===== src/rtl/uart_rx_os.sv =====
`default_nettype none
// ============================================================================
// Module   : uart_rx_os
// Brief    : 16x-oversampling 8N1 UART receiver with a valid/ready byte
//            handshake, start-glitch rejection, framing and overrun flags.
//            Define UART_RX_PARITY_EN to receive 8E1 frames and get parity_err.
// Revision : 1.0 - initial release
// ============================================================================
module uart_rx_os #(
    parameter int clk_freq  = 1000000,
    parameter int baud_rate = 9600
) (
    input  logic       clk,
    input  logic       rst,
    input  logic       rx,
    input  logic       rx_ready,
    output logic [7:0] dout,
    output logic       rx_valid,
    output logic       frame_err,
    output logic       overrun,
`ifdef UART_RX_PARITY_EN
    output logic       parity_err,
`endif
    output logic       rx_busy
);

    localparam int c_OS_RAW = clk_freq / (baud_rate * 16);
    localparam int OS_DIV   = (c_OS_RAW < 1) ? 1 : c_OS_RAW;
    localparam int c_TICK_W = (OS_DIV > 1) ? $clog2(OS_DIV) : 1;
    localparam logic [c_TICK_W-1:0] c_TICK_LAST = c_TICK_W'(OS_DIV - 1);

    typedef enum logic [2:0] {
        S_IDLE   = 3'd0,
        S_START  = 3'd1,
        S_DATA   = 3'd2,
`ifdef UART_RX_PARITY_EN
        S_PARITY = 3'd3,
`endif
        S_STOP   = 3'd4,
        S_BREAK  = 3'd5
    } state_t;

    logic                r_sync1;
    logic                r_sync2;
    logic                w_rx_s;
    state_t              r_state;
    state_t              w_state_nxt;
    logic [c_TICK_W-1:0] r_tick_cnt;
    logic [3:0]          r_os_cnt;
    logic [2:0]          r_bit_cnt;
    logic [7:0]          r_shift;
    logic                w_tick;
    logic                w_mid;
    logic                w_deliver;
    logic [7:0]          r_dout;
    logic                r_rx_valid;
    logic                r_frame_err;
    logic                r_overrun;
`ifdef UART_RX_PARITY_EN
    logic                r_par_bit;
    logic                r_parity_err;
`endif

    always_ff @(posedge clk or negedge rst) begin
        if (!rst) begin
            r_sync1 <= 1'b1;
            r_sync2 <= 1'b1;
        end else begin
            r_sync1 <= rx;
            r_sync2 <= r_sync1;
        end
    end

    assign w_rx_s    = r_sync2;
    assign w_tick    = (r_tick_cnt == c_TICK_LAST);
    assign w_mid     = w_tick && (r_os_cnt == 4'd15);
    assign w_deliver = (r_state == S_STOP) && w_mid;

    always_ff @(posedge clk or negedge rst) begin
        if (!rst) begin
            r_state <= S_IDLE;
        end else begin
            r_state <= w_state_nxt;
        end
    end

    always_comb begin
        w_state_nxt = r_state;
        case (r_state)
            S_IDLE: begin
                if (!w_rx_s) begin
                    w_state_nxt = S_START;
                end
            end
            S_START: begin
                // Half a bit in: a line already back high was only a glitch.
                if (w_tick && (r_os_cnt == 4'd7)) begin
                    w_state_nxt = w_rx_s ? S_IDLE : S_DATA;
                end
            end
            S_DATA: begin
                if (w_mid && (r_bit_cnt == 3'd7)) begin
`ifdef UART_RX_PARITY_EN
                    w_state_nxt = S_PARITY;
`else
                    w_state_nxt = S_STOP;
`endif
                end
            end
`ifdef UART_RX_PARITY_EN
            S_PARITY: begin
                if (w_mid) begin
                    w_state_nxt = S_STOP;
                end
            end
`endif
            S_STOP: begin
                if (w_mid) begin
                    w_state_nxt = w_rx_s ? S_IDLE : S_BREAK;
                end
            end
            S_BREAK: begin
                if (w_rx_s) begin
                    w_state_nxt = S_IDLE;
                end
            end
            default: begin
                w_state_nxt = S_IDLE;
            end
        endcase
    end

    // Counters sit at zero in IDLE so they start aligned with the start edge.
    always_ff @(posedge clk or negedge rst) begin
        if (!rst) begin
            r_tick_cnt <= '0;
            r_os_cnt   <= 4'd0;
            r_bit_cnt  <= 3'd0;
            r_shift    <= 8'h00;
`ifdef UART_RX_PARITY_EN
            r_par_bit  <= 1'b0;
`endif
        end else if (r_state == S_IDLE) begin
            r_tick_cnt <= '0;
            r_os_cnt   <= 4'd0;
            r_bit_cnt  <= 3'd0;
        end else begin
            if (w_tick) begin
                r_tick_cnt <= '0;
            end else begin
                r_tick_cnt <= r_tick_cnt + 1'b1;
            end
            if (w_tick) begin
                if ((r_state == S_START) && (r_os_cnt == 4'd7)) begin
                    r_os_cnt <= 4'd0;
                end else begin
                    r_os_cnt <= r_os_cnt + 4'd1;
                end
            end
            if ((r_state == S_DATA) && w_mid) begin
                r_shift   <= {w_rx_s, r_shift[7:1]};
                r_bit_cnt <= r_bit_cnt + 3'd1;
            end
`ifdef UART_RX_PARITY_EN
            if ((r_state == S_PARITY) && w_mid) begin
                r_par_bit <= w_rx_s;
            end
`endif
        end
    end

    // A byte arriving while the holder is full and not being taken is dropped.
    always_ff @(posedge clk or negedge rst) begin
        if (!rst) begin
            r_dout       <= 8'h00;
            r_rx_valid   <= 1'b0;
            r_frame_err  <= 1'b0;
            r_overrun    <= 1'b0;
`ifdef UART_RX_PARITY_EN
            r_parity_err <= 1'b0;
`endif
        end else begin
            r_overrun <= 1'b0;
            if (w_deliver) begin
                if (r_rx_valid && !rx_ready) begin
                    r_overrun <= 1'b1;
                end else begin
                    r_dout       <= r_shift;
                    r_frame_err  <= !w_rx_s;
                    r_rx_valid   <= 1'b1;
`ifdef UART_RX_PARITY_EN
                    r_parity_err <= (^r_shift) ^ r_par_bit;
`endif
                end
            end else if (r_rx_valid && rx_ready) begin
                r_rx_valid <= 1'b0;
            end
        end
    end

    assign dout       = r_dout;
    assign rx_valid   = r_rx_valid;
    assign frame_err  = r_frame_err;
    assign overrun    = r_overrun;
    assign rx_busy    = (r_state != S_IDLE);
`ifdef UART_RX_PARITY_EN
    assign parity_err = r_parity_err;
`endif

endmodule
`default_nettype wire


===== config.mk =====
export PLATFORM = sky130hd
export DESIGN_NAME = uart_rx_os
export DESIGN_NICKNAME = d
export VERILOG_FILES = /design/src/rtl/uart_rx_os.sv
export SDC_FILE = /design/constraint.sdc
export NUM_CORES = 1
export LEC_CHECK = 0
export ABC_AREA = 0
export CAP_MARGIN = 20
export CORE_MARGIN = 8
export CORE_UTILIZATION = 55
export DETAILED_ROUTE_END_ITERATION = 7
export DONT_BUFFER_PORTS = 1
export GPL_ROUTABILITY_DRIVEN = 0
export PLACE_DENSITY = 0.72
export SLEW_MARGIN = 5
export SYNTH_ARGS = -nofsm -noshare
export SYNTH_HDL_FRONTEND = slang
export SYNTH_SLANG_ARGS = --single-unit
export TNS_END_PERCENT = 100

===== constraint.sdc =====
create_clock -name clk -period 2.4 [get_ports clk]
set_input_delay 0.48 -clock clk [delete_from_list [all_inputs] [get_ports clk]]
set_output_delay 0.48 -clock clk [all_outputs]
set_load 0.03 [all_outputs]

After elaboration in Yosys (flattened, before gate mapping)
Index checks and enable logic that the tools add are counted.
- multiplexer cells: 20
- bitwise logic cells: 2
- equal/unequal tests: 14
- add/sub/neg operators: 3
- reductions and logical operators: 19
- operators by type and width (operator ; number):
    3-bit 2-to-1 mux ; 10
    3-bit one-hot mux with 5 select lines ; 1
    3-bit == test, second input constant ; 4
    4-bit 2-to-1 mux ; 3
    2-bit != test, second input constant ; 6
    1-bit logical AND ; 8
    3-bit by 1-bit adder with 3-bit output, second input constant ; 2
    2-bit AND reduction ; 3
    2-bit nonzero test ; 3
    1-bit 2-to-1 mux ; 5
    5-bit AND reduction ; 1
    4-bit by 1-bit adder with 4-bit output, second input constant ; 1
    4-bit by 3-bit == test with 1-bit output, second input constant ; 1
    4-bit == test, second input constant ; 1
    3-bit by 1-bit == test with 1-bit output, second input constant ; 1
    3-bit by 2-bit == test with 1-bit output, second input constant ; 1
    3-bit logical NOT ; 1
    3-bit nonzero test ; 1
    1-bit logical NOT ; 2
    2-bit 2-to-1 mux ; 1
    1-bit inverter ; 2
- word-level logic and storage cells: 69
- register bits: 34
- output and inout port bits: 12
- bits of input ports: 4

Depth between registers and ports, before layout
Gate-level depths: netlist of the first run.
- depth in word-level cells: 5
- mapped depth: 5
- gate-level depth less buffers: 5

Worst setup path before layout of the first run
OpenSTA, ideal clock, no wires.
- path kind: register to output
- from: register r_state[0]
- to: output port rx_busy
- stages on the path, launching flop included: 5
- required time: 1.920 ns
- buffers on the path: 1
- data arrival time: 1.388 ns
- slack: 0.532 ns
- cell sequence: dfrtp_1 > or2_2 > clkbuf_1 > nor2_1 > inv_1
- longest elaborated chain between the ends: 1
- ends and longest elaborated chain (what ; RTL line ; text):
    from (decl) ; 46 ; state_t r_state;
    from (signal assigned) ; 83 ; r_state <= w_state_nxt;
    3-bit nonzero test ; 205 ; assign rx_busy = (r_state != S_IDLE);
    to (decl) ; 24 ; output logic rx_busy
No other way between the ends.

Worst setup path after layout of the first run
- from: register r_state[2]
- to: output port rx_busy
The elaborated chain is that of the path after synthesis.

==> impl_metrics.env, run 1 <==
export IMPL_outcome="finished clean"
export IMPL_core_region_area_um2=2710
export IMPL_cts_max_path_buffers=2
export IMPL_cts_max_level=2
export IMPL_netlist_area_um2=1540
export IMPL_fin_ws_ns=0.310
export IMPL_path_clk_slew_ns=0.09
export IMPL_powerDensity_nw_per_um2=605
export IMPL_ys_ff_latch=34
export IMPL_nets=142
export IMPL_num_rows=19
export IMPL_die_y_um=68.9
export IMPL_syn2layout_area_growth_pct=9.42
export IMPL_synth_area_leader_cell="dfrtp_1"
export IMPL_cts_setup_buffers=0
export IMPL_wl_per_cell_um=15.6
export IMPL_tns_ns=0
export IMPL_die_w_um=68.9
export IMPL_seqCellArea_um2=853
export IMPL_grt_overflow=0
export IMPL_drt_iter0_markers=61
export IMPL_syn_avg_cell_area_um2=11.9
export IMPL_rsz0062_at_grt="false"
export IMPL_ys_top_cells_by_area="dfrtp_1, mux2_2, dfstp_2"
export IMPL_cp_max_fo=10
export IMPL_synth_top_area_share_pct=52.0
export IMPL_clock_sinks=34
export IMPL_hold_viol=0
export IMPL_crit_type="reg -> out"
export IMPL_startpoint_type="register"
export IMPL_ir_drop_v=0.000524
export IMPL_crit_slowest_cell="dfrtp_1"
export IMPL_slew_headroom_pct=68.3
export IMPL_cts_root_buffer="clkbuf_4"
export IMPL_leakagePower_uw=0.000769
export IMPL_async_reset_ff_share_pct=100
export IMPL_syn_num_nets=136
export IMPL_fmax_mhz=478
export IMPL_ys_types=35
export IMPL_drc_errors=0
export IMPL_dp_cells=157
export IMPL_yosysMostFrequentCell="dfrtp_1"
export IMPL_pin_count=16
export IMPL_totalWireLength_mm=2.59
export IMPL_setup_violations=0
export IMPL_cp_end_kind="primary output"
export IMPL_fill_cells=200
export IMPL_holdBufCountCts=2
export IMPL_crit_chain="or2_2 -> nor2_1 -> buf_4 -> inv_1"
export IMPL_min_delay_path_class="in -> reg"
export IMPL_insertion_delay_ns=0.32
export IMPL_synth_edff_count=0
export IMPL_required_ns=1.92
export IMPL_viasPerCell=5.98
export IMPL_vias=992
export IMPL_diodes=0
export IMPL_synth_commonest_cells="dfrtp_1, mux2_2, nand2_1"
export IMPL_yosysWarnings=0
export IMPL_grt_pass1_wl_mm=4.54
export IMPL_grt_util_all_layers_pct=12.7
export IMPL_fin_crit_sh_pct=87.1
export IMPL_slew_violations=0
export IMPL_dp_slack_ns=0.484
export IMPL_dr_pass1_iters=4
export IMPL_cp_data_arrival_time_ns=1.61
export IMPL_initial_core_util_pct=56.8
export IMPL_multiInputGateArea_um2=652
export IMPL_max_slew_worst_pin_slew_ns=0.468
export IMPL_cts_tree="yes"
export IMPL_dp_hpwl_mm=1.85
export IMPL_port_buffer_count=0
export IMPL_die_area_um2=4750
export IMPL_numCtsBuffers=5
export IMPL_drv_cap=0
export IMPL_finalCriticalPeriod_ns=2.09
export IMPL_synthCells=129
export IMPL_layoutNonFillerInstCount=166
export IMPL_synthFlopType="dfrtp_1"
export IMPL_drive_gt1_share_pct=25.2
export IMPL_grt_max_degree=35
export IMPL_grt_antenna_before_repair=0
export IMPL_critPathMaxStageDelay_ns=0.49
export IMPL_ant_nets=0
export IMPL_seq_area_frac_synth_pct=55.4
export IMPL_fin_worst_skew_ns=0.00960
export IMPL_grt_pass1_vias=1007
export IMPL_cts_resized=0
-- placed cells by master (no fill, tap or decap), types with 2 or more instances in the layout --
master,synthesis,final
ha_1,3,3
nand2_1,14,14
nand3b_1,2,2
nand3_1,4,4
buf_4,0,2
dfstp_2,2,2
dfrtp_1,32,32
a21oi_1,7,7
mux2_2,17,17
nand2b_1,5,5
clkbuf_4,0,5
o211ai_1,3,3
nor2_1,4,4
nor3_1,2,2
o311ai_0,3,3
inv_1,4,4
o21ai_0,3,3
o221ai_1,2,2
-- final timing paths --
| check | to | startpoint | cells past startpoint | slack, ns |
|---|---|---|---|---|
| min reg2reg | r_sync2 | r_sync1 | 0 | 0.36 |
| min in group asynchronous | rx_valid | rst | 2 | 0.60 |
| min | r_sync1 | rx | 0 | 0.16 |
| max | rx_busy | r_state[2] | 4 | 0.31 |
| max reg2reg | r_shift[7] | r_os_cnt[0] | 4 | 0.48 |
| max in group asynchronous | r_sync2 | rst | 2 | 1.55 |
-- metal layers --
| metal | GRT usage, % | up-vias | part of all wire (%) |
|---|---|---|---|
| met4 | 3.01 | 0 | 0 |
| met3 | 5.65 | 0 | 7.5 |
| li1 | - | 483 | - |
| met2 | 21.1 | 30 | 49 |
| met1 | 14.8 | 479 | 43 |
| met5 | 0 | - | 0 |
-- power by group --
part / internal [uW] / leakage, uW / switching, uW / total [uW]
Combinational: 9.46 / 0.000258 / 17.9 / 27.4
Sequential: 577 / 0.000467 / 4.40 / 581
Clock: 243 / 0.0000443 / 169 / 411
-- area by class of cell --
cell class                      instances  area share [%]
Sequential cell                        34            50.6
Multi-Input combinational cell         86            38.7
Clock buffer                            6            3.04
Timing Repair Buffer                    4            2.67
Tap cell                               31            2.30
Clock inverter                          1            1.78
Inverter                                4           0.891
-- stage by stage --
step | area (um2) | hold WS [ns] | total power (uW) | utilization [%]
floorplan | 1540 | 0.184 | 601 | -
global placement | 1570 | 0.186 | 604 | 58.1
detailed placement | 1570 | 0.185 | 604 | 58.1
CTS | 1690 | 0.135 | 1040 | 62.2
global route | 1690 | 0.115 | 1070 | 62.2
finish | 1690 | 0.158 | 1020 | 62.2
-- critical path: cells and delay by family (launching register included) --
family	cells	cell delay, ns
DFF	1	0.49
buffers and inverters	2	0.31
and+or+nand+nor	2	0.49
-- state kept, by name (all words and copies together) (netlist names) --
register	flops
r_tick_cnt	3
r_state	3
r_bit_cnt	3
r_shift	8
r_os_cnt	4
dout	8
frame_err	1
r_sync1	1
r_sync2	1
rx_valid	1
overrun	1
-- kinds of logic after synthesis --
group / synth area share, %
compound gates: 9.02
mux: 12.4
flops: 55.4
fa+ha+maj: 2.44
buf+inv: 2.27
simple gates: 18.4
Note: power is estimated with default switching activity, not from simulation.
==> run 2: changes to the inputs <==
- CTS_BUF_LIST: default -> sky130_fd_sc_hd__clkbuf_8
==> impl_metrics.env, run 2 (synthesis gave the netlist of run 1 again) <==
export IMPL_holdWs_ns=0.0198
export IMPL_crit_cells=4
export IMPL_vias=990
export IMPL_crit_buf_inv=2
export IMPL_final_common_cell="dfrtp_1"
export IMPL_hold_viol=0
export IMPL_grt_util_all_layers_pct=13.3
export IMPL_utilization_pct=63.0
export IMPL_core_region_area_um2=2710
export IMPL_drc_errors=0
export IMPL_cts_max_level=2
export IMPL_syn2layout_area_growth_pct=10.8
export IMPL_final_cell_mix="dfrtp_1, mux2_2, nand2_1"
export IMPL_crit_chain="or2_2 -> nor2_1 -> buf_4 -> inv_1"
export IMPL_grt_pass1_vias=1017
export IMPL_fmax_mhz=490
export IMPL_grt_overflow=0
export IMPL_cts_max_path_buffers=2
export IMPL_dp_slack_ns=0.484
export IMPL_required_ns=1.92
export IMPL_die_w_um=68.9
export IMPL_wl_per_cell_um=16.4
export IMPL_dp_cells=157
export IMPL_diodes=0
export IMPL_outcome="finished clean"
export IMPL_leakagePower_uw=0.000778
export IMPL_ant_nets=0
export IMPL_crit_slowest_cell="dfrtp_1"
export IMPL_grt_antenna_before_repair=0
export IMPL_setup_violations=0
export IMPL_port_buffer_count=0
export IMPL_path_clk_slew_ns=0.07
export IMPL_dp_hpwl_mm=1.85
export IMPL_dr_pass1_iters=4
export IMPL_critPathMaxStageDelay_ns=0.48
export IMPL_cp_end_kind="primary output"
export IMPL_r2r_start="r_os_cnt[0]"
export IMPL_fin_ws_ns=0.359
export IMPL_viasPerCell=6.00
export IMPL_ir_drop_v=0.000561
export IMPL_grt_pass1_wl_mm=4.68
export IMPL_tns_ns=0
export IMPL_cts_root_buffer="clkbuf_8"
export IMPL_fin_worst_skew_ns=0.00742
export IMPL_insertion_delay_ns=0.28
export IMPL_slew_headroom_pct=65.5
export IMPL_min_delay_path_class="in -> async"
export IMPL_reg2reg_depth=4
export IMPL_critPathTopFamily="simple AND/OR/NAND/NOR gates"
export IMPL_pin_count=16
export IMPL_drv_cap=0
export IMPL_cts_tree="yes"
export IMPL_powerDensity_nw_per_um2=658
export IMPL_r2r_slack_ns=0.49
export IMPL_fin_crit_sh_pct=85.0
export IMPL_die_area_um2=4750
export IMPL_nets=141
export IMPL_startpoint_type="register"
export IMPL_num_rows=19
export IMPL_drt_iter0_markers=51
export IMPL_crit_type="reg -> out"
export IMPL_r2r_end="r_shift[7]"
export IMPL_clock_sinks=34
export IMPL_cts_setup_buffers=0
export IMPL_slew_violations=0
export IMPL_grt_max_degree=33
export IMPL_layoutNonFillerInstCount=165
export IMPL_initial_core_util_pct=56.8
export IMPL_drive_gt1_share_pct=25.4
export IMPL_cp_max_fo=10
export IMPL_numCtsBuffers=5
export IMPL_finalCriticalPeriod_ns=2.04
export IMPL_cp_data_arrival_time_ns=1.56
export IMPL_max_slew_worst_pin_slew_ns=0.510
export IMPL_die_y_um=68.9
export IMPL_rsz0062_at_grt="false"
export IMPL_totalWireLength_mm=2.71
[run 2: changes by cell type in the layout (fill, tap and decap cells not counted)]
| cell | previous run | this run |
|---|---|---|
| clkbuf_8 | 1 | 6 |
| dlygate4sd3_1 | 1 | 0 |
| clkbuf_4 | 5 | 0 |
[run 2: area by class of cell]
cell class | count | area (um2)
Sequential cell | 34 | 853
Inverter | 4 | 15.0
Clock inverter | 1 | 30.0
Clock buffer | 6 | 82.6
Multi-Input combinational cell | 86 | 652
Timing Repair Buffer | 3 | 35.0
Tap cell | 31 | 38.8
Fill cell | 198 | 1000
[run 2: what timing repair did]
item,CTS,global route
hold endpoints to repair,32,0
resized for setup,0,0
hold buffers,1,0
[run 2: routing by layer]
layer / vias up / track usage, % / share of wire [%]
met5: - / 0 / 0
met4: 0 / 5.76 / 0.48
met3: 2 / 5.17 / 7.5
met2: 35 / 21.5 / 50
met1: 474 / 15.4 / 42
li1: 479 / - / -
[run 2: per-stage QoR]
stage / power [uW] / cell area (um2)
floorplan: 601 / 1540
global placement: 604 / 1570
detailed placement: 604 / 1570
CTS: 1150 / 1710
global route: 1170 / 1710
finish: 1120 / 1710
[run 2: how the worst max path moves through the flow]
stage / endpoint / from / slack [ns]
finish: rx_busy / r_state[2] / 0.36
global route: rx_busy / r_state[0] / 0.27
CTS: rx_busy / r_state[0] / 0.35
detailed placement: r_shift[6] / r_os_cnt[0] / 0.48
global placement: r_shift[4] / r_os_cnt[0] / 0.55
floorplan: rx_busy / r_state[0] / 0.53
[run 2: where the power goes]
part           leakage (uW)  switching, uW  internal, uW
Clock             0.0000573            185           332
Sequential         0.000467           4.35           577
Combinational      0.000254           16.7          8.46
Total              0.000778            206           918
